<file path="src/rtl/alu_pkg.sv">
`default_nettype none
// ============================================================================
//  Module      : alu_pkg
//  Description : Shared opcode constants, FSM state encoding and default
//                operand width for the pipelined ALU unit.
//  Revision    : 1.0 - initial release
// ============================================================================
package alu_pkg;

  localparam int XLEN_DEFAULT = 32;

  localparam logic [3:0] OP_ADD  = 4'b0000;
  localparam logic [3:0] OP_SUB  = 4'b0001;
  localparam logic [3:0] OP_AND  = 4'b0010;
  localparam logic [3:0] OP_OR   = 4'b0011;
  localparam logic [3:0] OP_XOR  = 4'b0100;
  localparam logic [3:0] OP_SLL  = 4'b0101;
  localparam logic [3:0] OP_SRL  = 4'b0110;
  localparam logic [3:0] OP_SRA  = 4'b0111;
  localparam logic [3:0] OP_SLT  = 4'b1000;
  localparam logic [3:0] OP_SLTU = 4'b1001;
  localparam logic [3:0] OP_MUL  = 4'b1010;

  typedef enum logic [0:0] {
    ST_IDLE = 1'b0,
    ST_MUL  = 1'b1
  } state_t;

endpackage
`default_nettype wire

</file>
<file path="src/rtl/alu_core.sv">
`default_nettype none
// ============================================================================
//  Module      : alu_core
//  Description : Combinational single-cycle ALU datapath. Multiply and all
//                undefined opcodes produce zero here; the multiply result
//                comes from the sequential multiplier in the parent.
//  Revision    : 1.0 - initial release
// ============================================================================
module alu_core
  import alu_pkg::*;
#(
  parameter int XLEN = XLEN_DEFAULT
) (
  input  logic [3:0]      ctrl,
  input  logic [XLEN-1:0] a,
  input  logic [XLEN-1:0] b,
  output logic [XLEN-1:0] result
);

  localparam int SH_W = $clog2(XLEN);

  logic [SH_W-1:0] shamt;

  assign shamt = b[SH_W-1:0];

  // Opcode decode: one arithmetic/logic result per cycle.
  always_comb begin
    result = '0;
    case (ctrl)
      OP_ADD:  result = a + b;
      OP_SUB:  result = a - b;
      OP_AND:  result = a & b;
      OP_OR:   result = a | b;
      OP_XOR:  result = a ^ b;
      OP_SLL:  result = a << shamt;
      OP_SRL:  result = a >> shamt;
      OP_SRA:  result = $unsigned($signed(a) >>> shamt);
      OP_SLT:  result = {{(XLEN-1){1'b0}}, ($signed(a) < $signed(b))};
      OP_SLTU: result = {{(XLEN-1){1'b0}}, (a < b)};
      default: result = '0;
    endcase
  end

endmodule
`default_nettype wire

</file>
<file path="src/rtl/alu_pipe_unit.sv">
`default_nettype none
// ============================================================================
//  Module      : alu_pipe_unit
//  Description : ALU with a registered, backpressured result stage and an
//                iterative shift-add multiplier (one step per cycle, XLEN
//                steps). Flush aborts work and drops any held result.
//  Revision    : 1.0 - initial release
// ============================================================================
module alu_pipe_unit
  import alu_pkg::*;
#(
  parameter int XLEN  = XLEN_DEFAULT,
  parameter int TAG_W = 6
) (
  input  logic             clk,
  input  logic             rst,
  input  logic             in_valid,
  output logic             in_ready,
  input  logic [3:0]       in_ctrl,
  input  logic [XLEN-1:0]  in_a,
  input  logic [XLEN-1:0]  in_b,
  input  logic [TAG_W-1:0] in_tag,
  input  logic             flush,
  output logic             out_valid,
  input  logic             out_ready,
  output logic [XLEN-1:0]  out_result,
  output logic             out_zero,
  output logic             out_negative,
  output logic [TAG_W-1:0] out_tag,
  output logic             busy
);

  localparam int              CNT_W    = $clog2(XLEN);
  localparam logic [CNT_W-1:0] CNT_LAST = CNT_W'(XLEN - 1);

  state_t             state_q, state_d;
  logic [CNT_W-1:0]   cnt_q, cnt_d;
  logic [XLEN-1:0]    mcand_q, mcand_d;
  logic [XLEN-1:0]    mplier_q, mplier_d;
  logic [XLEN-1:0]    acc_q, acc_d;
  logic [TAG_W-1:0]   mtag_q, mtag_d;
  logic               out_valid_q, out_valid_d;
  logic [XLEN-1:0]    out_result_q, out_result_d;
  logic               out_zero_q, out_zero_d;
  logic               out_negative_q, out_negative_d;
  logic [TAG_W-1:0]   out_tag_q, out_tag_d;

  logic [XLEN-1:0]    core_result;
  logic [XLEN-1:0]    step_acc;
  logic [XLEN-1:0]    load_res;
  logic [TAG_W-1:0]   load_tag;
  logic               load;
  logic               accept;

  alu_core #(
    .XLEN (XLEN)
  ) u_core (
    .ctrl   (in_ctrl),
    .a      (in_a),
    .b      (in_b),
    .result (core_result)
  );

  // Ready only when idle, the output slot is free or draining, and not flushing or in reset.
  assign in_ready     = (state_q == ST_IDLE) && (!out_valid_q || out_ready) && !flush && !rst;
  assign accept       = in_valid && in_ready;
  assign busy         = (state_q == ST_MUL);
  assign out_valid    = out_valid_q;
  assign out_result   = out_result_q;
  assign out_zero     = out_zero_q;
  assign out_negative = out_negative_q;
  assign out_tag      = out_tag_q;

  // Next-state: flush dominates; otherwise drain, accept, multiply step, and output load.
  always_comb begin
    state_d        = state_q;
    cnt_d          = cnt_q;
    mcand_d        = mcand_q;
    mplier_d       = mplier_q;
    acc_d          = acc_q;
    mtag_d         = mtag_q;
    out_valid_d    = out_valid_q;
    out_result_d   = out_result_q;
    out_zero_d     = out_zero_q;
    out_negative_d = out_negative_q;
    out_tag_d      = out_tag_q;
    step_acc       = mplier_q[0] ? (acc_q + mcand_q) : acc_q;
    load           = 1'b0;
    load_res       = core_result;
    load_tag       = in_tag;

    if (flush) begin
      state_d     = ST_IDLE;
      cnt_d       = '0;
      out_valid_d = 1'b0;
    end else begin
      if (out_valid_q && out_ready) begin
        out_valid_d = 1'b0;
      end

      case (state_q)
        ST_IDLE: begin
          if (accept) begin
            if (in_ctrl == OP_MUL) begin
              state_d  = ST_MUL;
              cnt_d    = '0;
              mcand_d  = in_a;
              mplier_d = in_b;
              acc_d    = '0;
              mtag_d   = in_tag;
            end else begin
              load = 1'b1;
            end
          end
        end
        ST_MUL: begin
          acc_d    = step_acc;
          mcand_d  = mcand_q << 1;
          mplier_d = mplier_q >> 1;
          cnt_d    = cnt_q + CNT_W'(1);
          if (cnt_q == CNT_LAST) begin
            load     = 1'b1;
            load_res = step_acc;
            load_tag = mtag_q;
            state_d  = ST_IDLE;
            cnt_d    = '0;
          end
        end
        default: begin
          state_d = ST_IDLE;
          cnt_d   = '0;
        end
      endcase

      if (load) begin
        out_valid_d    = 1'b1;
        out_result_d   = load_res;
        out_zero_d     = (load_res == '0);
        out_negative_d = load_res[XLEN-1];
        out_tag_d      = load_tag;
      end
    end
  end

  // State and output registers; reset clears everything immediately.
  always_ff @(posedge clk or posedge rst) begin
    if (rst) begin
      state_q        <= ST_IDLE;
      cnt_q          <= '0;
      mcand_q        <= '0;
      mplier_q       <= '0;
      acc_q          <= '0;
      mtag_q         <= '0;
      out_valid_q    <= 1'b0;
      out_result_q   <= '0;
      out_zero_q     <= 1'b0;
      out_negative_q <= 1'b0;
      out_tag_q      <= '0;
    end else begin
      state_q        <= state_d;
      cnt_q          <= cnt_d;
      mcand_q        <= mcand_d;
      mplier_q       <= mplier_d;
      acc_q          <= acc_d;
      mtag_q         <= mtag_d;
      out_valid_q    <= out_valid_d;
      out_result_q   <= out_result_d;
      out_zero_q     <= out_zero_d;
      out_negative_q <= out_negative_d;
      out_tag_q      <= out_tag_d;
    end
  end

endmodule
`default_nettype wire

</file>
<file path="config.mk">
export PLATFORM = sky130hd
export DESIGN_NAME = alu_pipe_unit
export DESIGN_NICKNAME = d
export VERILOG_FILES = /design/src/rtl/alu_pkg.sv /design/src/rtl/alu_core.sv /design/src/rtl/alu_pipe_unit.sv
export SDC_FILE = /design/constraint.sdc
export NUM_CORES = 1
export LEC_CHECK = 0
export CAP_MARGIN = 40
export CORE_ASPECT_RATIO = 1.75
export CORE_MARGIN = 8
export CORE_UTILIZATION = 35
export CTS_CLUSTER_DIAMETER = 30
export DETAILED_ROUTE_END_ITERATION = 8
export SYNTH_ARGS = -nofsm -noshare
export SYNTH_HDL_FRONTEND = slang
export SYNTH_HIERARCHICAL = 1
export SYNTH_SLANG_ARGS = --single-unit
</file>
<file path="constraint.sdc">
create_clock -name clk -period 5.84 [get_ports clk]
set_clock_uncertainty 0.2 [all_clocks]
set_input_delay 1.168 -clock clk [delete_from_list [all_inputs] [get_ports clk]]
set_output_delay 1.168 -clock clk [all_outputs]
set_load 0.01 [all_outputs]
</file>
; ---- Yosys cells after proc, flatten, opt, wreduce, memory -nomap -nowiden
; Index checks and enable logic that the tools add are counted.
[op_classes]
n_shift = 3
reduce_logical = 16
order_cmp = 2
mux = 34
addsub = 4
bitwise_logic = 5
eq_ne = 15
[op_table]
columns = cell, count
row1 = two-way mux 32 bit, 10
row2 = one-hot mux 32 bit (10 select lines), 1
row3 = one-hot mux 32 bit (2 select lines), 3
row4 = adder 32 bit, 2
row5 = less-than comparator 32 bit, 2
row6 = AND 32 bit, 1
row7 = logical NOT 32 bit, 1
row8 = OR 32 bit, 1
row9 = << shifter 32 x 5 -> 32 bit, 1
row10 = right shift 32 x 5 -> 32 bit, 1
row11 = >>> shifter 32 x 5 -> 32 bit, 1
row12 = subtractor 32 bit, 1
row13 = bitwise XOR 32 bit, 1
row14 = two-way mux 5 bit, 4
row15 = == test 4 x 3 -> 1 bit (second input constant), 4
row16 = == test 4 bit (second input constant), 3
row17 = two-way mux 6 bit, 2
row18 = two-way mux 1 bit, 11
row19 = one-hot mux 5 bit (2 select lines), 1
row20 = == test 4 x 2 -> 1 bit (second input constant), 2
row21 = adder 5 x 1 -> 5 bit (second input constant), 1
row22 = == test 5 bit (second input constant), 1
row23 = logical AND 1 bit, 5
row24 = == test 4 x 1 -> 1 bit (second input constant), 1
row25 = other kinds (13), 18
[totals]
register_bits = 149
out_inout_bits = 43
wordCells = 90

; ---- Longest topological paths before layout
; Gate-level depths: netlist (run 1).
[depth]
word_depth = 11
mapped_depth = 25

; ---- Hierarchy
; Netlist (run 1), hierarchy kept.
[by_module_without_submodules]
columns = module, n_inst, area_each_um2, cells_per_inst, seq_area_each_um2
row1 = alu_pipe_unit, 1, 8722.1, 967, 3703.6
row2 = alu_core, 1, 8052.7, 1180, 0.0

; ---- Worst setup path before layout (run 1)
; OpenSTA, ideal clock, no wires.
[synth_path]
path_kind = input port to flip-flop
start = in in_b[2]
end = reg out_zero_q (netlist: out_zero)
path_buffers = 3
setup_time_ns = 0.066
stages = 24
arrival_time_ns = 5.869
path_slack_ns = -0.295
cell_sequence = inv_1 > buf_2 > buf_1 > buf_1 > ha_1 > nor2b_1 > o211ai_1 > a21oi_1 > o21ai_0 > a21o_1 > nand4b_1 > a21oi_1 > nor2_1 > a2111o_1 > o21a_1 > nor3_1 > o2111ai_1 > nor2_1 > or4b_1 > nor4_2 > nand4_1 > nor4_1 > and4_1 > a41o_1
[synth_via]
elab_chain_len = 6
[synth_rtl]
columns = element, line_no
row1 = "start, declared", alu_pipe_unit.sv:21  ; input logic [XLEN-1:0] in_b,
row2 = "subtractor 32 bit, or another cell as far along", alu_core.sv:31  ; OP_SUB: result = a - b;
row3 = one-hot mux 32 bit (10 select lines) *, alu_core.sv:29  ; case (ctrl)
row4 = via core_result[30], alu_pipe_unit.sv:48  ; logic [XLEN-1:0] core_result;
row5 = two-way mux 32 bit, alu_pipe_unit.sv:121  ; if (cnt_q == CNT_LAST) begin
row6 = two-way mux 32 bit *, alu_pipe_unit.sv:101  ; case (state_q)
row7 = two-way mux 32 bit *, alu_pipe_unit.sv:92  ; if (flush) begin
row8 = logical NOT 32 bit *, alu_pipe_unit.sv:138  ; out_zero_d = (load_res == '0);
row9 = "end signal, assigned", alu_pipe_unit.sv:168  ; out_zero_q <= out_zero_d;
row10 = "end, declared", alu_pipe_unit.sv:44  ; logic out_zero_q, out_zero_d;
; The timed path passes the listed nets; every way through them passes the cells marked *. The select of a mux whose other input is x is not followed.
; A chain may end at the register's enable or synchronous reset.

; ---- Worst setup path in the final report (run 1)
[layout_path]
start = in in_a[1]
end = reg out_zero_q (netlist: out_zero)
[layout_via]
elab_chain_len = 6
[layout_rtl]
columns = element, line_no
row1 = "start, declared", alu_pipe_unit.sv:20  ; input logic [XLEN-1:0] in_a,
row2 = "subtractor 32 bit, or another cell as far along", alu_core.sv:31
row3 = one-hot mux 32 bit (10 select lines) *, alu_core.sv:29
row4 = via core_result[21], alu_pipe_unit.sv:48
row5 = two-way mux 32 bit, alu_pipe_unit.sv:121
row6 = two-way mux 32 bit *, alu_pipe_unit.sv:101
row7 = two-way mux 32 bit *, alu_pipe_unit.sv:92
row8 = logical NOT 32 bit *, alu_pipe_unit.sv:138
; Marks and branches as above.

==> results list, run 1 <==
* Result of the run: complete, no violations
* Most used flip-flop cell after synthesis: dfrtp_1
- Entering global routing, the biggest net connects 88 pins.
- nand2_1 is the most common cell in the netlist.
- The largest total area in the synthesized netlist belongs to dfrtp_1.
- Measured in cells, the most critical reg-to-reg path has a length of 13.
- Detailed routing inserted a total of between 15,000 and 20,000 vias.
- Upper clock frequency limit: 178.4 MHz
* Pins Over Slew Limit: 0
- For this run, design rule violations remaining after detail routing come to 0.
* Maximum buffer depth of the clock tree: 2
* Relative slew slack: 0.4609
- Setup TNS: 0 ns
- The cell sitting at the root of the clock tree is a clkbuf_16.
- In the final layout, the share of cells above drive strength 1 is 0.2165.
* Post-layout total power: 4213 uW
- For the finished layout, the period the worst path requires is 5.606 ns.
- Final number of setup-violating endpoints: 0
- The worst setup path is of the input port to register kind.
- Nets: between 2,000 and 3,000
- STA classifies the critical path endpoint as a register.
* Count of cell types in the netlist: 87
* Final weighted congestion in routability-driven placement: ~1.0
- Reg2Reg Launch Point: mcand_q[0]
- The via count of the first global-routing pass came to 18,793.
- CTS built an H-tree with a depth of 4.
- Number of hold violations in the final report: 0
- The clock reaches the later pin of the worst-skew pair after approximately 0.47 ns.
- At the end of the flow the core is filled with cells to 0.4598.
- Signed area change from the synthesized netlist to the final layout: 30.50%
- The initial antenna violation count came to 2.
- Sum of routed wire length over all layers: ~79,000 um
- For this design the ratio of total power to cell area is approximately 190 nW/um2.
* Synth warnings: 6
* Horizontal die dimension: 181.5 um
- The highest layer touched by signal routing is met5.
* Share of async-settable or async-resettable flops after synthesis: 1.000
- In this run the register-to-register setup slack is between 1.5 and 2 ns.
- The die is 305.6 um tall.
- Area contributors post-synth: dfrtp_1 22%, ha_1 9.8%, mux2i_1 7.3%
* CTS tree: done
- The worst hold path passes through 2 cells.
- The worst setup path is launched from an input port.
* Overall die area: 55,470 um2
- For the pin with the worst max-slew slack, the measured transition is just over 0.8 ns.
- Total of buffers placed on input and output ports: 121
- First-pass GRT wire length: 117,100 um
- IR analysis of the VDD net gives a maximum drop of 149.7 uV.
- Wire length on met3: roughly 3700 um
* Post-Synthesis Cells: 2,147
- Seq cells post-synth: about 150
* RR Endpoint: out_zero
- Hold-critical path endpoint: out_result[21]
* Routed len/inst: 25.25 um
- Synthesized area per cell: 7.813 um2
- Congestion Overflow GR: 0
- Tightest Hold Check Type: register to register
- The share of synthesized area in the top cell type comes to 0.2208.
* Wire length on met1: 27,830 um
* Hold_ws: 0.2769 ns
- STA puts the critical path data arrival time at 5.81 ns.
- Routed wire length on met2: between 40,000 and 50,000 um
* Commonest cells post-synth: 294 x nand2_1, 215 x o21ai_0, 201 x nor2_1, 172 x a21oi_1, 148 x dfrtp_1
- Once detail routing completed, the nets flagged for antenna violations numbered 0.
* Num CTS Buffers: 17
* Initial Util: 0.3523
* Total clock sinks: about 150
- CTS clk-pin slew, worst paths: 0.08 ns
- STA puts the critical path data required time at roughly 6.1 ns.
* Post-synthesis net count: 2,360
* First-pass iteration count of the detailed router: 5
* All-layer global routing usage: 0.2787
- In this run the cell area of the synthesized design comes to roughly 17,000 um2.
- For this design the static power due to leakage is just under 0.01 uW.
- Via-per-instance ratio: 5.915
- The wire-length estimate of the detail-placed layout is between 60,000 and 70,000 um.
* CP max FO: 3
* # Max-Cap Violations: 0
- Post-synth EDFFs: 0
- Number of I/O pins: 122
- Worst Min Path Start: out_result[21]
- Of the available clock period, the critical path in the final layout requires 0.9600.
- Core Area: 47,610 um2
- The detailed router finished its first iteration with 1,317 violations.
- In this run the core area contains 106 standard-cell rows.
- Sequential fraction of the synthesis area: 0.2208
==> layer usage <==
metal	vias up	GRT usage
li1	8535	-
met1	8981	0.2829
met2	684	0.5060
met3	258	0.03944
met4	2	0.2189
met5	-	0
==> critical path: stages <==
cell,delay (ns)
clkdlybuf4s50_1,0.48
inv_1,0.08
buf_4,0.15
ha_1,0.30
buf_4,0.15
a21oi_1,0.22
o211ai_1,0.21
nor4b_1,0.19
nor3_1,0.34
o21ba_2,0.24
o21ai_0,0.07
a211oi_1,0.25
a21oi_1,0.08
xnor2_1,0.13
o21ai_0,0.20
a21oi_1,0.18
o21ai_0,0.13
or4b_1,0.56
nor4_2,0.28
and4_1,0.22
a41o_1,0.17
==> layout make-up <==
cell class	count	area (um2)
clock inverters	15	185.2
diodes	1	2.502
well taps	594	743.2
fillers	4829	25720
repair buffers	503	4165
flip-flops and latches	148	3707
multi-input cells	1745	12290
clock buffers	17	425.4
inverters	98	372.9
==> registers in the layout (all words and copies together), names as in the netlist <==
signal	cells
mplier_q	32
out_tag	6
out_result	32
acc_q	32
out_valid	1
busy	1
mtag_q	6
cnt_q	5
mcand_q	32
out_zero	1
==> cells by family after synthesis <==
group | count (synthesis) | synth area share
simple gates | 692 | 0.1821
compound gates | 684 | 0.2602
buf+inv | 254 | 0.06318
mux | 182 | 0.1448
flops | 148 | 0.2208
fa+ha+maj | 134 | 0.1013
xor+xnor | 53 | 0.02767
==> worst max-delay path by stage <==
stage	slack [ns]	cells after the start	startpoint	end
after detailed placement	-0.71	25	in_a[0]	out_zero
after CTS	0.003	25	in_a[0]	out_zero
final	0.23	21	in_a[1]	out_zero
after global routing	-0.02	24	in_a[2]	out_zero
after floorplan	0.02	24	in_b[2]	out_zero
after global placement	-0.59	25	in_a[0]	out_zero
==> layout by cell type (no fill, tap or decap), types with 27 or more instances in the layout <==
master and n:
buf_4 372, nand2_1 292, o21ai_0 209, nor2_1 199
a21oi_1 167, dfrtp_1 147, ha_1 123, mux2i_1 122
clkdlybuf4s50_1 112, inv_1 91, mux4_2 38, xnor2_1 37
a211oi_1 35, nand3_1 32, nor3_1 31, o211ai_1 27
==> timing repair <==
| action | in CTS | in global routing |
|---|---|---|
| endpoints found under the setup margin | 1 | 1 |
| hold buffers | 0 | 0 |
| resized for setup | 15 | 47 |
| cloned | 0 | 0 |
| setup buffers | 0 | 2 |
| pin swaps | 7 | 23 |
==> per-stage QoR <==
step | setup WS (ns) | cells | cell area [um2]
CTS | 0.002769 | 3116 | 21650
finish | 0.2336 | 3121 | 21890
detailed placement | -0.7110 | 3085 | 20990
floorplan | 0.01602 | 2147 | 16780
global route | -0.01538 | 3121 | 21890
global placement | -0.5941 | 3081 | 20920
==> power breakdown <==
part           switching (uW)  leakage [uW]  total (uW)  internal [uW]
sequential               92.8       0.00198        1250           1160
clock                     597      0.000293        1180            582
combinational             988       0.00761        1780            796
total                    1680       0.00988        4210           2530
No activity file was read; power rests on OpenSTA's default activity.
==> run 2: changes to the inputs <==
Settings changed: CELL_PAD_IN_SITES_DETAIL_PLACEMENT from default to 0, CELL_PAD_IN_SITES_GLOBAL_PLACEMENT from default to 1, PLACE_DENSITY_LB_ADDON from default to 0.1, REMOVE_ABC_BUFFERS from default to 1.
==> results list, run 2 (synthesized netlist as in run 1, its figures left out) <==
* # Max-Cap Violations: 0
- In this run the most critical hold path is launched from out_result[4].
- The multi-input combinational cells in the finished layout cover a total of 12,190 um2.
- For this design the static power due to leakage is 0.01001 uW.
- At the end of routability-driven placement, the weighted congestion stood at 0.9685.
* Post-DRT Antenna Nets: 0
- Share of the cycle needed by the critical path after routing: 0.9998
- The H-tree was split into 4 levels.
- Setup repair after global routing missed its margin: yes
- Clock period minus final worst setup slack: between 5 and 6 ns
- Setup TNS: 0 ns
- The path class of the tightest hold or removal check is register to register.
- Slowest CP cell: or4b_1
- Data on the critical path is required at its endpoint by 6.05 ns.
* Final number of setup-violating endpoints: 0
- The critical path is of the input port to register type.
* Filler Cell Count: 4,861
* Final design instance area without fill: approximately 22,000 um2
- The worst setup path is launched from an input port.
* Clock insertion delay at the later pin of the skew report: 0.47 ns
- Number of I/O pins: 122
- Via-per-instance ratio: 5.832
- Largest net degree at the start of global routing: 69
* CTS tree: done
- Signed area change from the synthesized netlist to the final layout: 31.65%
- The via count of the first global-routing pass is 19,180.
- Highest cell delay on the worst timing path: between 0.5 and 0.6 ns
- Initial Util: 0.3523
* PwrDens: 192.0 nW/um2
* Slack of the worst reg-to-reg path: 1.37 ns
- In this run the cell area measured after placement is between 20,000 and 25,000 um2.
- Counting cells, the worst reg-to-reg path comes to 13.
- Share of cells above drive strength 1: 0.2227
- Cell breakdown of the critical path: clkdlybuf4s50_1 > inv_1 > buf_4 > ha_1 > a211oi_1 > o21bai_1 > a211oi_2 > buf_4 > o31ai_4 > buf_4 > a211oi_2 > buf_4 > o21ai_0 > o211ai_1 > o311a_1 > mux2i_1 > nand2_1 > o221ai_2 > or4b_1 > nor4_2 > and4_1 > a41o_1
- HPWL reported at the end of detailed placement: 66,250 um
- After detailed routing, the total wire length is 82,430 um.
- Buffers inserted to repair hold after CTS numbered 0.
* Clock tree root buffer cell: clkbuf_16
- Initial antenna violation count: 1
- Via count: 18,448
- Congestion Overflow GR: 0
- Worst hold path stage count: 2
- Across the whole layout, storage elements account for around 3700 um2.
- The flow ran to the end, and the final reports show no timing, DRC or antenna violations.
- Num rows: roughly 110
- Arrival time of the worst setup path: 6.05 ns
* Total clock sinks: 148
* Worst Setup Slack post-DPL: -0.8937 ns
- The first global-routing pass estimated between 100,000 and 150,000 um of wire.
- Maximum resistive drop on vdd: 178.0 uV
- The die is 181.5 um wide.
- Setup slack of the critical path after layout: 0.0008904 ns
* Reg2Reg Launch Point: mcand_q[0]
- The count of buffers added on input and output ports is 121.
- Remaining DRCs: 0
* Pins Over Slew Limit: 0
* RR Endpoint: out_zero
* Post-layout instance count excluding filler cells: approximately 3,200
- Commonest non-fill, non-tap cells in the layout: 416 x buf_4, 292 x nand2_1, 209 x o21ai_0
- CP endpoint kind: register
- After clock tree synthesis, the clock-pin slew on the worst setup and hold paths is around 0.070 ns.
* Upper clock frequency limit: 171.3 MHz
- Routed len/inst: between 20 and 30 um
- All-layer global routing usage: 0.2927
- For this run, the detailed router's first-pass iteration total came to 7.
- The net count of the finished layout is 2,768.
* CP max FO: 3
- After floorplanning, the core was sized to cover 47,610 um2.
- Transition time at the pin with the least slew margin: 0.8853 ns
* Hold-critical path endpoint: out_result[4]
- Overall die area: 55,470 um2
* Num CTS Buffers: 17
- The detailed router finished its first iteration with 1,230 violations.
* Most common cell on crit path: buf_4
- Most common cell after layout, fill and taps aside: buf_4
- Measured against its own limit, the worst slew margin works out to 0.4018.
- DP Cell Count: 3,125
- Hold_ws: between 0.2 and 0.3 ns
- Height of the die: 305.6 um
* Number of hold violations in the final report: 0
- In this run the deepest clock path goes through 2 buffers.
run 2: cell types whose count changed in the layout (fill, tap and decap cells not counted), sizes merged, moves of 2 or more:
| cell | previous run | this run |
|---|---|---|
| clkinv | 9 | 3 |
| clkdlybuf4s50 | 112 | 115 |
| dlymetal6s2s | 4 | 0 |
| clkbuf | 17 | 19 |
| buf | 386 | 430 |
| clkinvlp | 1 | 3 |
run 2: stage by stage:
stage	total power, uW	utilization
floorplan	2064	-
global placement	3038	0.4468
detailed placement	3053	0.4475
CTS	4273	0.4636
global route	4459	0.4638
finish	4241	0.4638
run 2: how the worst max path moves through the flow:
stage / endpoint / startpoint / cells after the start
2_1_floorplan: out_zero / in_b[2] / 21
3_3_place_gp: out_zero / in_a[0] / 25
3_5_place_dp: out_zero / in_a[0] / 25
4_1_cts: out_zero / in_a[10] / 23
5_1_grt: out_zero / in_a[0] / 25
6_report: out_zero / in_a[1] / 22
run 2: final cells by class:
type	instances	share of cell area
Inverter	98	0.01688
Tap cell	594	0.03365
Timing Repair Buffer	545	0.2032
Clock inverter	13	0.006176
Sequential cell	148	0.1679
Clock buffer	19	0.02006
Multi-Input combinational cell	1745	0.5521
Antenna cell	1	0.0001133
run 2: metal layers:
layer | track usage | vias up | part of all wire
met1 | 0.2975 | 9000 | 0.36
met2 | 0.5599 | 636 | 0.54
met4 | 0.1919 | 0 | 0.070
met5 | 0 | - | 0
met3 | 0.02590 | 184 | 0.039
li1 | - | 8628 | -
run 2: repair_timing:
item / CTS / global route
setup endpoints to repair: 1 / 1
endpoints found under the hold margin: 0 / 0
pin swaps: 19 / 2
resized for setup: 32 / 4
setup buffers: 5 / 0
run 2: report_power, final:
| group | total (uW) | switching [uW] | internal, uW | leakage (uW) |
|---|---|---|---|---|
| registers | 1250 | 91.5 | 1160 | 0.00198 |
| clock network | 1160 | 552 | 612 | 0.000276 |
| logic | 1830 | 998 | 831 | 0.00776 |
| total | 4240 | 1640 | 2600 | 0.0100 |
run 2: worst max-delay path, delay by kind of cell:
family,cells,cell delay [ns]
buffers and inverters,6,1.20
adders and majority gates,1,0.30
AOI/OAI and AO/OA,10,2.01
muxes,1,0.20
and+or+nand+nor,4,1.16
==> run 3: changes to the inputs <==
Settings changed: SYNTH_HIERARCHICAL 1 to default.
Clock period 5.84 ns to 5.8 ns, I/O delays scaled along.
==> results list, run 3 <==
- Seq cells post-synth: 148
- Critical Path RT: 5.96 ns
* Tightest Hold Check Type: register to register
- Sequential fraction of the synthesis area: 0.2035
- Via count of the first global-routing pass: 20,461
* Initial antenna violation count: 2
- Num CTS Buffers: 17
- First-pass iteration count of the detailed router: 6
* Total clock sinks: 148
* Clock insertion delay at the later pin of the skew report: 0.48 ns
- Synthesized area per cell: between 7 and 8 um2
- Instance area at placement: 21,800 um2
* Commonest non-fill, non-tap cells in the layout: 290 x nand2_1, 273 x buf_4, 187 x nor2_1
- Number of hold violations in the final report: 0
- Post-Synthesis Cells: 2,302
- Across the run, the number of max-cap violations was 0.
* Congestion Overflow GR: 0
- First-pass GRT wire length: 146,100 um
- Of the cells placed in the final design, the portion with a size suffix greater than 1 is 0.1761.
- Relative to the synthesized area, the layout overhead comes to 22.94%.
- The share of total power dissipated in combinational logic is 0.447.
- In this run the horizontal extent of the chip is 188.4 um.
* Transition time at the pin with the least slew margin: 0.9109 ns
- For the worst setup path, the data arrival time is 5.73 ns.
- The largest total area in the synthesized netlist belongs to dfrtp_1.
- The analysis attributes to net switching a power of 1753 uW.
- Yosys mapped a number of flops with a built-in enable equal to 0.
* Final weighted congestion in routability-driven placement: 1.046
- Setup repair after global routing missed its margin: no
* RR Endpoint: out_zero
* Depth of the CTS H-tree: 4
- Sum of routed wire length over all layers: 100,900 um
- After synthesis, the most frequently instantiated cells are 290 x nand2_1, 187 x nor2_1, 173 x o21ai_0, 161 x a21oi_1, 148 x dfrtp_1.
- In this run the post-CTS setup repair buffer count came out at 0.
- Leakage power figure: about 0.0096 uW
* Clock network power share: 0.258
* Finished Core Util: 0.4346
* Slack of the worst reg-to-reg path: 1.07 ns
* Maximum resistive drop on vdd: ~210 uV
- The number of pins with negative max-slew slack in the final report came to 0.
- Switching portion of total power: 0.4054
* Startpoint types: input port
- TritonCTS built the clock tree.
- Routed len/inst: 31.21 um
- After clock tree synthesis, the clock-pin slew on the worst setup and hold paths is 0.06 ns.
* FF-to-FF path depth: 15
- Result of the run: complete, no violations
- Once layout is done, the placed cells without fillers occupy around 22,000 um2.
- The critical path is of the input port to register type.
- Final number of setup-violating endpoints: 0
* PwrDens: 193.3 nW/um2
- Clock period minus final worst setup slack: 5.577 ns
* Via-per-instance ratio: 6.277
- Yosys instantiated no cell more often than nand2_1.
- The longest clock path from root to sink contains 2 buffers.
* Initial Util: 0.3535
- Internal power consumption: 2571 uW
* First-iteration detailed-routing DRC count: 1,923
- CP max FO: 7
- Overall die area: 59,830 um2
- The tree is rooted in a clkbuf_16.
* CP endpoint kind: register
- Upper clock frequency limit: 179.3 MHz
- Remaining DRCs: 0
- Share of the cycle needed by the critical path after routing: 0.9615
- Core Area: 51,470 um2
* Height of the die: 317.6 um
- The critical path ends at out_zero.
- Input and output buffers added on the ports amount to 121.
- After synthesis the cells add up to around 18,000 um2.
- roughly 120 I/O pins were placed.
- Most used flip-flop cell after synthesis: dfrtp_1
- Once detail routing completed, the nets flagged for antenna violations numbered 0.
* Area fraction of the dominant cell type after synthesis: 0.2035
- Via count: ~20,000
- During synthesis, Yosys emitted a total of 0 warnings.
* Nets: 2,764
- Summed over all failing endpoints, the final setup total negative slack is 0 ns.
* Launch point of the worst path: in_b[4]
- Count of cell types in the netlist: 92
- Leaving out fill and tap cells, the most frequent cell in the layout is nand2_1.
- Entering global routing, the biggest net connects 132 pins.
- Area contributors post-synth: dfrtp_1 20%, ha_1 9.1%, mux2i_1 6.6%
- In this run the tightest slew margin relative to its limit is 0.3927.
- HPWL reported at the end of detailed placement: roughly 80,000 um
- All-layer global routing usage: 0.3309
- Reg2Reg Launch Point: mcand_q[0]
- Share of async-settable or async-resettable flops after synthesis: 1.000
- The share of total power dissipated in sequential elements is 0.295.
* Num rows: between 100 and 150
==> run 3: cell types whose count changed after synthesis, sizes merged, moves of 12 or more <==
cell,delta
o21ai,-43
mux2,+25
nand3,+24
a22oi,+22
o211ai,+16
o22ai,+16
nand4,+15
nor2,-14
inv,+13
buf,+12
==> run 3: worst min-delay path by stage <==
stage	slack, ns	depth (start not counted)	endpoint	startpoint
final	0.28	2	mtag_q[2]	mtag_q[2]
after CTS	0.28	2	mtag_q[2]	mtag_q[2]
after detailed placement	0.26	2	mtag_q[2]	mtag_q[2]
after floorplan	0.25	2	mtag_q[0]	mtag_q[0]
after global routing	0.30	2	mtag_q[1]	mtag_q[1]
after global placement	0.26	2	mtag_q[5]	mtag_q[5]
==> run 3: cells by family (layout without fill, tap and decap cells) <==
logic type,after synthesis,count (layout),synth area share
compound gates,746,746,0.2762
xor+xnor,52,52,0.02544
fa+ha+maj,136,136,0.09476
buf+inv,288,547,0.06512
flops,148,148,0.2035
mux,209,209,0.1514
other cells,0,1,0
simple gates,723,723,0.1835
==> run 3: per-layer routing <==
metal / part of all wire / vias up / GRT usage
li1: - / 9056 / -
met1: 0.37 / 9938 / 0.3728
met2: 0.50 / 988 / 0.5775
met3: 0.057 / 315 / 0.04735
met4: 0.075 / 2 / 0.2086
met5: 0.00013 / - / 0
==> run 3: worst max-delay path, stage by stage <==
cell and delay [ns]:
clkdlybuf4s50_1 0.53, inv_1 0.16, ha_1 0.40, and2_1 0.23, a221o_1 0.37, o21ai_0 0.47, and3_1 0.30, xnor2_1 0.20
a222oi_1 0.35, o211ai_1 0.22, a211oi_1 0.29, nand4_1 0.30, nor4_1 0.38, nand4_1 0.16, o41ai_2 0.21
==> run 3: timing repair <==
item / 4_1_cts / 5_1_grt
resized for setup: 0 / 2
setup endpoints to repair: 0 / 2
hold buffers: 0 / 0
==> run 3: metrics by stage <==
step | setup slack [ns] | std cells | power [uW] | hold slack [ns]
final | 0.2232 | 3234 | 4323 | 0.2770
after global placement | -0.3588 | 3194 | 3172 | 0.2564
after CTS | 0.3294 | 3232 | 4321 | 0.2780
after floorplan | -4.387 | 2123 | 2177 | 0.2455
after detailed placement | -0.1449 | 3201 | 3183 | 0.2629
after global routing | 0.003374 | 3233 | 4522 | 0.2991
==> run 3: layout make-up <==
type | instances | area [um2]
Fill cell | 5292 | 29110
Multi-Input combinational cell | 1866 | 13380
Sequential cell | 148 | 3707
Timing Repair Buffer | 407 | 3473
Tap cell | 672 | 840.8
Clock buffer | 20 | 446.7
Inverter | 109 | 414.1
Clock inverter | 11 | 103.9
Antenna cell | 1 | 2.502
==> run 3: power by group through the flow <==
stage | Combinational (uW) | Sequential [uW] | Clock [uW]
final | 1930 | 1270 | 1110
after detailed placement | 1890 | 1300 | 0
after global placement | 1880 | 1290 | 0
after CTS | 1900 | 1280 | 1150
after global routing | 2050 | 1290 | 1180
after floorplan | 876 | 1300 | 0
